**src/rtl/dht22_pkg.sv**
```systemverilog
// Shared definitions for the DHT22 sample post-processor: register map,
// FSM encoding, CTRL/STATUS bit positions, default range limits and a
// saturating counter helper.
package dht22_pkg;

  // Register word addresses
  localparam logic [2:0] REG_CTRL   = 3'd0;
  localparam logic [2:0] REG_STATUS = 3'd1;
  localparam logic [2:0] REG_LATEST = 3'd2;
  localparam logic [2:0] REG_MIN    = 3'd3;
  localparam logic [2:0] REG_MAX    = 3'd4;
  localparam logic [2:0] REG_AVG    = 3'd5;
  localparam logic [2:0] REG_COUNT  = 3'd6;

  // Sample pipeline states
  typedef enum logic [1:0] {
    ST_IDLE   = 2'd0,
    ST_CHECK  = 2'd1,
    ST_UPDATE = 2'd2
  } state_e;

  // CTRL bit positions
  localparam int CTRL_ENABLE     = 0;
  localparam int CTRL_IRQ_EN     = 1;
  localparam int CTRL_CLR_MINMAX = 2;
  localparam int CTRL_CLR_AVG    = 3;

  // STATUS bit positions
  localparam int STS_NEW       = 0;
  localparam int STS_RANGE_ERR = 1;
  localparam int STS_OVERRUN   = 2;
  localparam int STS_AVG_RDY   = 3;

  // Default legal ranges (0.1 %RH and 0.1 degC units)
  localparam int AVG_LOG2_DEF = 2;
  localparam int HUM_MAX_DEF  = 1000;
  localparam int TEMP_MIN_DEF = -400;
  localparam int TEMP_MAX_DEF = 800;

  // Counter next value: optional clear first, then a saturating increment.
  function automatic logic [15:0] sat_inc(input logic [15:0] cnt,
                                          input logic        clr,
                                          input logic        inc);
    logic [15:0] base;
    base = clr ? 16'd0 : cnt;
    return (inc && (base != 16'hFFFF)) ? base + 16'd1 : base;
  endfunction

endpackage

```
**src/rtl/dht22_avg_acc.sv**
```systemverilog
// Block averager: sums 2^AVG_LOG2 accepted samples, then publishes
// floor(sum / 2^AVG_LOG2) for humidity (unsigned) and temperature (signed).
// A clear restarts the window; a sample added in the same cycle opens the new one.
module dht22_avg_acc
#(
  parameter int AVG_LOG2 = 2
) (
  input  logic               clk,
  input  logic               res,
  input  logic               add,
  input  logic               clr,
  input  logic [15:0]        hum,
  input  logic signed [15:0] temp,
  output logic [15:0]        avg_hum,
  output logic signed [15:0] avg_temp,
  output logic               avg_rdy_pulse
);

  localparam int SW = 16 + AVG_LOG2;

  logic [SW-1:0]        hum_sum_q, hum_sum_d, hum_base, hum_tot;
  logic signed [SW-1:0] temp_sum_q, temp_sum_d, temp_base, temp_tot;
  logic [AVG_LOG2-1:0]  win_cnt_q, win_cnt_d, cnt_base;
  logic [15:0]          avg_hum_q;
  logic signed [15:0]   avg_temp_q;
  logic                 win_last;

  // Window bookkeeping: apply clear first, then fold in the new sample
  always_comb begin
    hum_base   = clr ? '0 : hum_sum_q;
    temp_base  = clr ? '0 : temp_sum_q;
    cnt_base   = clr ? '0 : win_cnt_q;
    hum_tot    = hum_base + {{AVG_LOG2{1'b0}}, hum};
    temp_tot   = temp_base + {{AVG_LOG2{temp[15]}}, temp};
    win_last   = add && (cnt_base == '1);
    hum_sum_d  = hum_base;
    temp_sum_d = temp_base;
    win_cnt_d  = cnt_base;
    if (add) begin
      if (win_last) begin
        hum_sum_d  = '0;
        temp_sum_d = '0;
        win_cnt_d  = '0;
      end else begin
        hum_sum_d  = hum_tot;
        temp_sum_d = temp_tot;
        win_cnt_d  = cnt_base + AVG_LOG2'(1);
      end
    end
  end

  // Accumulator state and the published averages (top 16 bits = shifted sum)
  always_ff @(posedge clk or posedge res) begin
    if (res) begin
      hum_sum_q  <= '0;
      temp_sum_q <= '0;
      win_cnt_q  <= '0;
      avg_hum_q  <= '0;
      avg_temp_q <= '0;
    end else begin
      hum_sum_q  <= hum_sum_d;
      temp_sum_q <= temp_sum_d;
      win_cnt_q  <= win_cnt_d;
      if (win_last) begin
        avg_hum_q  <= hum_tot[SW-1:AVG_LOG2];
        avg_temp_q <= temp_tot[SW-1:AVG_LOG2];
      end
    end
  end

  assign avg_hum       = avg_hum_q;
  assign avg_temp      = avg_temp_q;
  assign avg_rdy_pulse = win_last;

endmodule

```
**src/rtl/dht22_sample_proc.sv**
```systemverilog
// DHT22 sample post-processor: decode, range-check, min/max, block average,
// good/bad counters and a CPU register port with a level interrupt.
// Sample effects land 3 cycles after data_valid; pulses while busy are dropped.
module dht22_sample_proc
  import dht22_pkg::*;
#(
  parameter int AVG_LOG2 = AVG_LOG2_DEF,
  parameter int HUM_MAX  = HUM_MAX_DEF,
  parameter int TEMP_MIN = TEMP_MIN_DEF,
  parameter int TEMP_MAX = TEMP_MAX_DEF
) (
  input  logic        clk,
  input  logic        res,
  input  logic [31:0] data_in,
  input  logic        data_valid,
  input  logic        sel,
  input  logic        we,
  input  logic [2:0]  addr,
  input  logic [31:0] wdata,
  output logic [31:0] rdata,
  output logic        irq
);

  state_e             state_q, state_d;
  logic [31:0]        raw_q;
  logic [15:0]        hum_q;
  logic signed [15:0] temp_q;
  logic               ok_q;
  logic               enable_q, irq_en_q;
  logic [3:0]         status_q, status_d, sts_set, sts_w1c;
  logic [31:0]        latest_q;
  logic [15:0]        hum_min_q, hum_max_q;
  logic signed [15:0] temp_min_q, temp_max_q;
  logic               mm_valid_q, mm_base_valid;
  logic [15:0]        sample_cnt_q, err_cnt_q;
  logic [31:0]        rdata_q, rd_mux;

  logic               wr, rd, ctrl_wr, count_wr, clr_minmax, clr_avg;
  logic               accept, overrun, upd_ok, upd_bad;
  logic [15:0]        chk_hum, chk_mag, chk_temp;
  logic signed [31:0] chk_temp32;
  logic               chk_ok;
  logic [15:0]        avg_hum;
  logic signed [15:0] avg_temp;
  logic               avg_rdy_pulse;
  logic               unused_wdata;

  assign wr         = sel & we;
  assign rd         = sel & ~we;
  assign ctrl_wr    = wr & (addr == REG_CTRL);
  assign count_wr   = wr & (addr == REG_COUNT);
  assign clr_minmax = ctrl_wr & wdata[CTRL_CLR_MINMAX];
  assign clr_avg    = ctrl_wr & wdata[CTRL_CLR_AVG];
  assign sts_w1c    = (wr && (addr == REG_STATUS)) ? wdata[3:0] : 4'd0;
  assign unused_wdata = ^wdata[31:4];

  assign accept  = data_valid & enable_q & (state_q == ST_IDLE);
  assign overrun = data_valid & enable_q & (state_q != ST_IDLE);
  assign upd_ok  = (state_q == ST_UPDATE) & ok_q;
  assign upd_bad = (state_q == ST_UPDATE) & ~ok_q;

  // Sign-magnitude temperature to two's complement, plus the range check
  assign chk_hum    = raw_q[31:16];
  assign chk_mag    = {1'b0, raw_q[14:0]};
  assign chk_temp   = raw_q[15] ? (16'd0 - chk_mag) : chk_mag;
  assign chk_temp32 = {{16{chk_temp[15]}}, chk_temp};
  assign chk_ok     = ({16'd0, chk_hum} <= HUM_MAX) &&
                      (chk_temp32 >= TEMP_MIN) && (chk_temp32 <= TEMP_MAX);

  // Sample pipeline next state
  always_comb begin
    state_d = state_q;
    case (state_q)
      ST_IDLE:   if (accept) state_d = ST_CHECK;
      ST_CHECK:  state_d = ST_UPDATE;
      ST_UPDATE: state_d = ST_IDLE;
      default:   state_d = ST_IDLE;
    endcase
  end

  // Sample pipeline state register
  always_ff @(posedge clk or posedge res) begin
    if (res) state_q <= ST_IDLE;
    else     state_q <= state_d;
  end

  // Hardware set beats a same-cycle W1C
  always_comb begin
    sts_set                = 4'd0;
    sts_set[STS_NEW]       = upd_ok;
    sts_set[STS_RANGE_ERR] = upd_bad;
    sts_set[STS_OVERRUN]   = overrun;
    sts_set[STS_AVG_RDY]   = avg_rdy_pulse;
    status_d               = (status_q & ~sts_w1c) | sts_set;
  end

  // Raw capture, decoded sample, control, status and counters
  always_ff @(posedge clk or posedge res) begin
    if (res) begin
      raw_q        <= '0;
      hum_q        <= '0;
      temp_q       <= '0;
      ok_q         <= 1'b0;
      enable_q     <= 1'b1;
      irq_en_q     <= 1'b0;
      status_q     <= '0;
      latest_q     <= '0;
      sample_cnt_q <= '0;
      err_cnt_q    <= '0;
    end else begin
      if (accept) raw_q <= data_in;
      if (state_q == ST_CHECK) begin
        hum_q  <= chk_hum;
        temp_q <= chk_temp;
        ok_q   <= chk_ok;
      end
      if (ctrl_wr) begin
        enable_q <= wdata[CTRL_ENABLE];
        irq_en_q <= wdata[CTRL_IRQ_EN];
      end
      status_q     <= status_d;
      if (upd_ok) latest_q <= {hum_q, temp_q};
      sample_cnt_q <= sat_inc(sample_cnt_q, count_wr, upd_ok);
      err_cnt_q    <= sat_inc(err_cnt_q, count_wr, upd_bad);
    end
  end

  // A clear in the update cycle makes the new sample the first min/max value
  assign mm_base_valid = mm_valid_q & ~clr_minmax;

  // Independent min/max tracking for humidity (unsigned) and temperature (signed)
  always_ff @(posedge clk or posedge res) begin
    if (res) begin
      mm_valid_q <= 1'b0;
      hum_min_q  <= '0;
      hum_max_q  <= '0;
      temp_min_q <= '0;
      temp_max_q <= '0;
    end else if (upd_ok) begin
      mm_valid_q <= 1'b1;
      if (!mm_base_valid || (hum_q < hum_min_q))   hum_min_q  <= hum_q;
      if (!mm_base_valid || (hum_q > hum_max_q))   hum_max_q  <= hum_q;
      if (!mm_base_valid || (temp_q < temp_min_q)) temp_min_q <= temp_q;
      if (!mm_base_valid || (temp_q > temp_max_q)) temp_max_q <= temp_q;
    end else if (clr_minmax) begin
      mm_valid_q <= 1'b0;
    end
  end

  dht22_avg_acc #(.AVG_LOG2(AVG_LOG2)) u_avg (
    .clk           (clk),
    .res           (res),
    .add           (upd_ok),
    .clr           (clr_avg),
    .hum           (hum_q),
    .temp          (temp_q),
    .avg_hum       (avg_hum),
    .avg_temp      (avg_temp),
    .avg_rdy_pulse (avg_rdy_pulse)
  );

  // Read data selection
  always_comb begin
    rd_mux = '0;
    case (addr)
      REG_CTRL:   rd_mux = {30'd0, irq_en_q, enable_q};
      REG_STATUS: rd_mux = {28'd0, status_q};
      REG_LATEST: rd_mux = latest_q;
      REG_MIN:    rd_mux = mm_valid_q ? {hum_min_q, temp_min_q} : 32'd0;
      REG_MAX:    rd_mux = mm_valid_q ? {hum_max_q, temp_max_q} : 32'd0;
      REG_AVG:    rd_mux = {avg_hum, avg_temp};
      REG_COUNT:  rd_mux = {err_cnt_q, sample_cnt_q};
      default:    rd_mux = '0;
    endcase
  end

  // Registered read port, holds its value between reads
  always_ff @(posedge clk or posedge res) begin
    if (res)     rdata_q <= '0;
    else if (rd) rdata_q <= rd_mux;
  end

  assign rdata = rdata_q;
  assign irq   = irq_en_q & (status_q[STS_NEW] | status_q[STS_RANGE_ERR] |
                             status_q[STS_OVERRUN]);

endmodule
```
**config.mk**
```make
export PLATFORM = sky130hd
export DESIGN_NAME = dht22_sample_proc
export DESIGN_NICKNAME = d
export VERILOG_FILES = /design/src/rtl/dht22_pkg.sv /design/src/rtl/dht22_avg_acc.sv /design/src/rtl/dht22_sample_proc.sv
export SDC_FILE = /design/constraint.sdc
export NUM_CORES = 1
export LEC_CHECK = 0
export ABC_CLOCK_PERIOD_IN_PS = 10900
export BUFFER_PORTS_ARGS = -buffer_cell sky130_fd_sc_hd__buf_4
export CORE_MARGIN = 4
export CORE_UTILIZATION = 49
export CTS_CLUSTER_DIAMETER = 80
export CTS_CLUSTER_SIZE = 10
export DETAILED_ROUTE_END_ITERATION = 8
export GPL_TIMING_DRIVEN = 0
export PLACE_DENSITY_LB_ADDON = 0.3
export SYNTH_ARGS = -nofsm -noshare
export SYNTH_HDL_FRONTEND = slang
export SYNTH_SLANG_ARGS = --single-unit
```
**constraint.sdc**
```tcl
create_clock -name clk -period 10.9 [get_ports clk]
set_input_delay 1.09 -clock clk [delete_from_list [all_inputs] [get_ports clk]]
set_output_delay 1.09 -clock clk [all_outputs]
set_load 0.02 [all_outputs]
```
==> metrics <==
status complete, no violations; crit path capture u_avg.avg_hum[6]; max incr delay on CP approximately 540 ps; DRC 0; Post-Syn Area between 0.015 and 0.02 sq mm; hold-fix buffers at CTS 0; DRT Pass-1 Iters 6; Post-Synthesis Cells 1,810; fin crit share between 40% and 50%; internal power between 2 and 3 mW; cts repair resizes 0; Cell variety after synth 74; Routed WL ~49 mm; initial antenna violation count 1; Logic pwr share 37.4%; post-DP HPWL between 30 and 40 mm; die area around 0.038 sq mm; type of origin of the critical path input port; Yosys top cell by area dfrtp_1; CTS Sinks between 300 and 400; Die W roughly 200 microns; Most used DFF post-synth dfrtp_1; Final setup viols 0; main combinational cell family by area after synthesis compound AO/OA/AOI/OAI gates; global-route wire length before repair between 70 and 80 mm; Bufs on Longest Clock Path 3; RSZ-0062 raised after global routing no; top post-synthesis cells by area dfrtp_1, ha_1, nand2_1, mux2_2, o21ai_0; CP Depth 14; layout cells sized above 1 between 10% and 20%; crit path kind in2reg; sw frac roughly 39%; Slew Viols, Final 0; layout net count ~2.1k; Total Power 4.52 mW; leakage power 9.39 nW; Root Driver clkbuf_16; Bufs and invs on worst path 2; CTS tree yes; post-layout util a little under three fifths; synthesized flop and latch total approximately 300; worst r2r path cells 8; cts bufs inserted 36; CP top delay family compound AO/OA/AOI/OAI gates; Least-Margin Pin Slew roughly 1200 ps; worst vdd ir about 170 uV; post-route cell area around 0.02 sq mm; sequential power share 39.1%; CP endpoint kind flip-flop; relative slew slack between 15 and 20%; wire per inst between 20 and 25 microns; Synth top area share 43.8%; H-tree levels 2; Critical Path RT approximately 11,000 ps; DRT iter0 DRCs approximately 1.5k; area delta synth->final 12.5%; Die Y 196 microns; initial core utilization approximately half; synthesized-area fraction occupied by and/or/nand/nor cells 15.2%; gr ovfl total 0; max-cap violation count 0; final hold vios 0; largest net degree at the start of global routing approximately 130; Finished Layout Cells around 2.4k; fin crit period between 4000 and 5000 ps; FF-to-FF Start hum_q[0]; capturing point of the worst reg2reg path u_avg.avg_hum[6]; CP Max Fanout 10; Seq/Total Area, Yosys between 40% and 50%; Arrival @ worst endpoint roughly 5000 ps; synthesized area per cell around 9.6 sq um; gpl congestion approximately 0.92; vias in the first global route between 10k and 15k; dpl cell area between 0.015 and 0.02 sq mm; placed insts between 2k and 2.5k; vias per cell 6.03; Clock Skew 19.9 ps; antenna diode count 0; row cnt 68; multiplexer share of the synthesized area under 10%; GRT Total Usage about a quarter; IO Pins between 100 and 150; r2r setup slk slightly below 8000 ps; f_max between 200 and 250 MHz; Buffers on Ports 75; Worst-path clk slew about 60 ps; share of total power in the clock network a little under a quarter; compound-gate portion of the synthesized area between 10% and 20%; net switching power 1.77 mW; Slowest cell on crit path a2111oi_0; Crit. Startpoint addr[0]; core area 0.0347 sq mm; async set-reset flop share out of synthesis between 90% and 100%; Vias 14.4k; Post-DRT Antenna Nets 0; latest clock arrival within the worst-skew pair between 500 and 600 ps; CP cell instances clkbuf_1, nor3_1, and2_1, nand2_1, clkbuf_1, and2_1, ha_1, fa_1, a21o_1, a21o_1, a2111oi_0, o21ai_0, xnor2_1, o21ai_0; adder-cell share of the synthesized area under 10%; post-synthesis xor/xnor area fraction about 3.9%; Post-synth EDFFs 0; final hold slack 477 ps; syn nets roughly 2.0k; HP Class reg2reg; Pwr Density between 200 and 250 mW/mm^2; Synth warnings 0; Post-CTS Setup Bufs 0
## worst reg2reg max path, cell delays in order (launching register included)
cell	delay (ps)
dfrtp_1	490
ha_1	300
fa_1	420
a21o_1	220
a21o_1	210
a2111oi_0	550
o21ai_0	210
xnor2_1	480
o21ai_0	150
## cell type report
type	count	area, sq um
flip-flops and latches	304	7610
clock inverters	3	22.5
inverters	100	383
repair buffers	77	618
fillers	3151	15200
clock buffers	39	943
multi-input cells	1297	8890
plain buffers	109	437
well taps	455	569
## per-stage QoR
stage | setup WS, ps | setup TNS [ps]
5_1_grt | 5870 | 0
3_3_place_gp | -1930 | -569220
3_5_place_dp | 5730 | 0
6_report | 6140 | 0
2_1_floorplan | 1410 | 0
4_1_cts | 6240 | 0
## synthesized netlist by cell type (4+ instances only)
library cell and count:
o21a_1 10, nand3_1 46, nor2b_1 6, xnor2_1 25
a221oi_1 8, o21ai_0 129, nor4_1 4, nand3b_1 7
nand4_1 35, a21oi_1 53, xor2_1 49, nor3_1 16
nand4b_1 5, o2bb2ai_1 24, nor2_1 55, and3_1 11
ha_1 100, a222oi_1 28, dfrtp_1 303, buf_2 8
o22ai_1 4, nand2_1 299, nand2b_1 7, a31oi_1 8
o41ai_2 4, or2_2 5, a211oi_1 7, a22o_1 60
clkbuf_1 90, a41oi_1 4, and2_1 46, mux2i_1 4
o211ai_1 39, inv_1 99, a22oi_1 17, o31ai_1 6
mux2_4 10, or3_1 10, buf_1 9, o311ai_0 16
a21o_1 35, and4_1 5, mux2_2 58
## worst min-delay path by stage
stage,slack (ps),depth (start not counted),to,from
final,480,2,rdata[24],rdata[24]
after global routing,490,2,latest_q[17],latest_q[17]
after CTS,480,2,latest_q[17],latest_q[17]
after detailed placement,460,2,latest_q[18],latest_q[18]
after global placement,460,2,latest_q[17],latest_q[17]
after floorplan,440,2,latest_q[10],latest_q[10]
## per-layer routing
metal	GRT usage (%)	vias up	routed length, microns
li1	-	6757	-
met1	36.9	6984	22100
met2	38.5	557	21500
met3	4.29	84	3740
met4	6.67	0	1340
met5	0	-	0
## logic make-up (layout without fill, tap and decap cells)
logic type,Yosys count,in the layout
AND/OR/NAND/NOR,566,566
AO/OA/AOI/OAI,482,482
flip-flops,304,304
buffers and inverters,209,328
adder cells (fa/ha/maj),102,102
XOR/XNOR,75,75
multiplexers,72,72
## power by group through the flow
| stage | clock network (mW) | logic [mW] | registers (mW) |
|---|---|---|---|
| CTS | 1.08 | 1.68 | 1.76 |
| global placement | 0 | 1.61 | 1.76 |
| finish | 1.06 | 1.69 | 1.77 |
| floorplan | 0 | 1.25 | 1.65 |
| global route | 1.12 | 1.89 | 1.80 |
| detailed placement | 0 | 1.68 | 1.77 |
## registers in the layout, summed over array words and instances (netlist names), 18 cells and up
register and cells:
latest_q 32, raw_q 32, u_avg.temp_sum_q 18, u_avg.hum_sum_q 18
rdata 32
## placed cells by master (no fill, tap or decap), types with 25 or more instances in the layout
cell type    n
nor2_1      55
clkbuf_16   37
ha_1       100
o211ai_1    39
dfrtp_1    303
a21oi_1     53
inv_1       98
a21o_1      35
nand4_1     35
a222oi_1    28
clkbuf_1    91
and2_1      46
a22o_1      60
buf_4       75
xor2_1      49
nand3_1     46
nand2_1    299
xnor2_1     25
o21ai_0    129
mux2_2      58
Note: power is estimated with default switching activity, not from simulation.
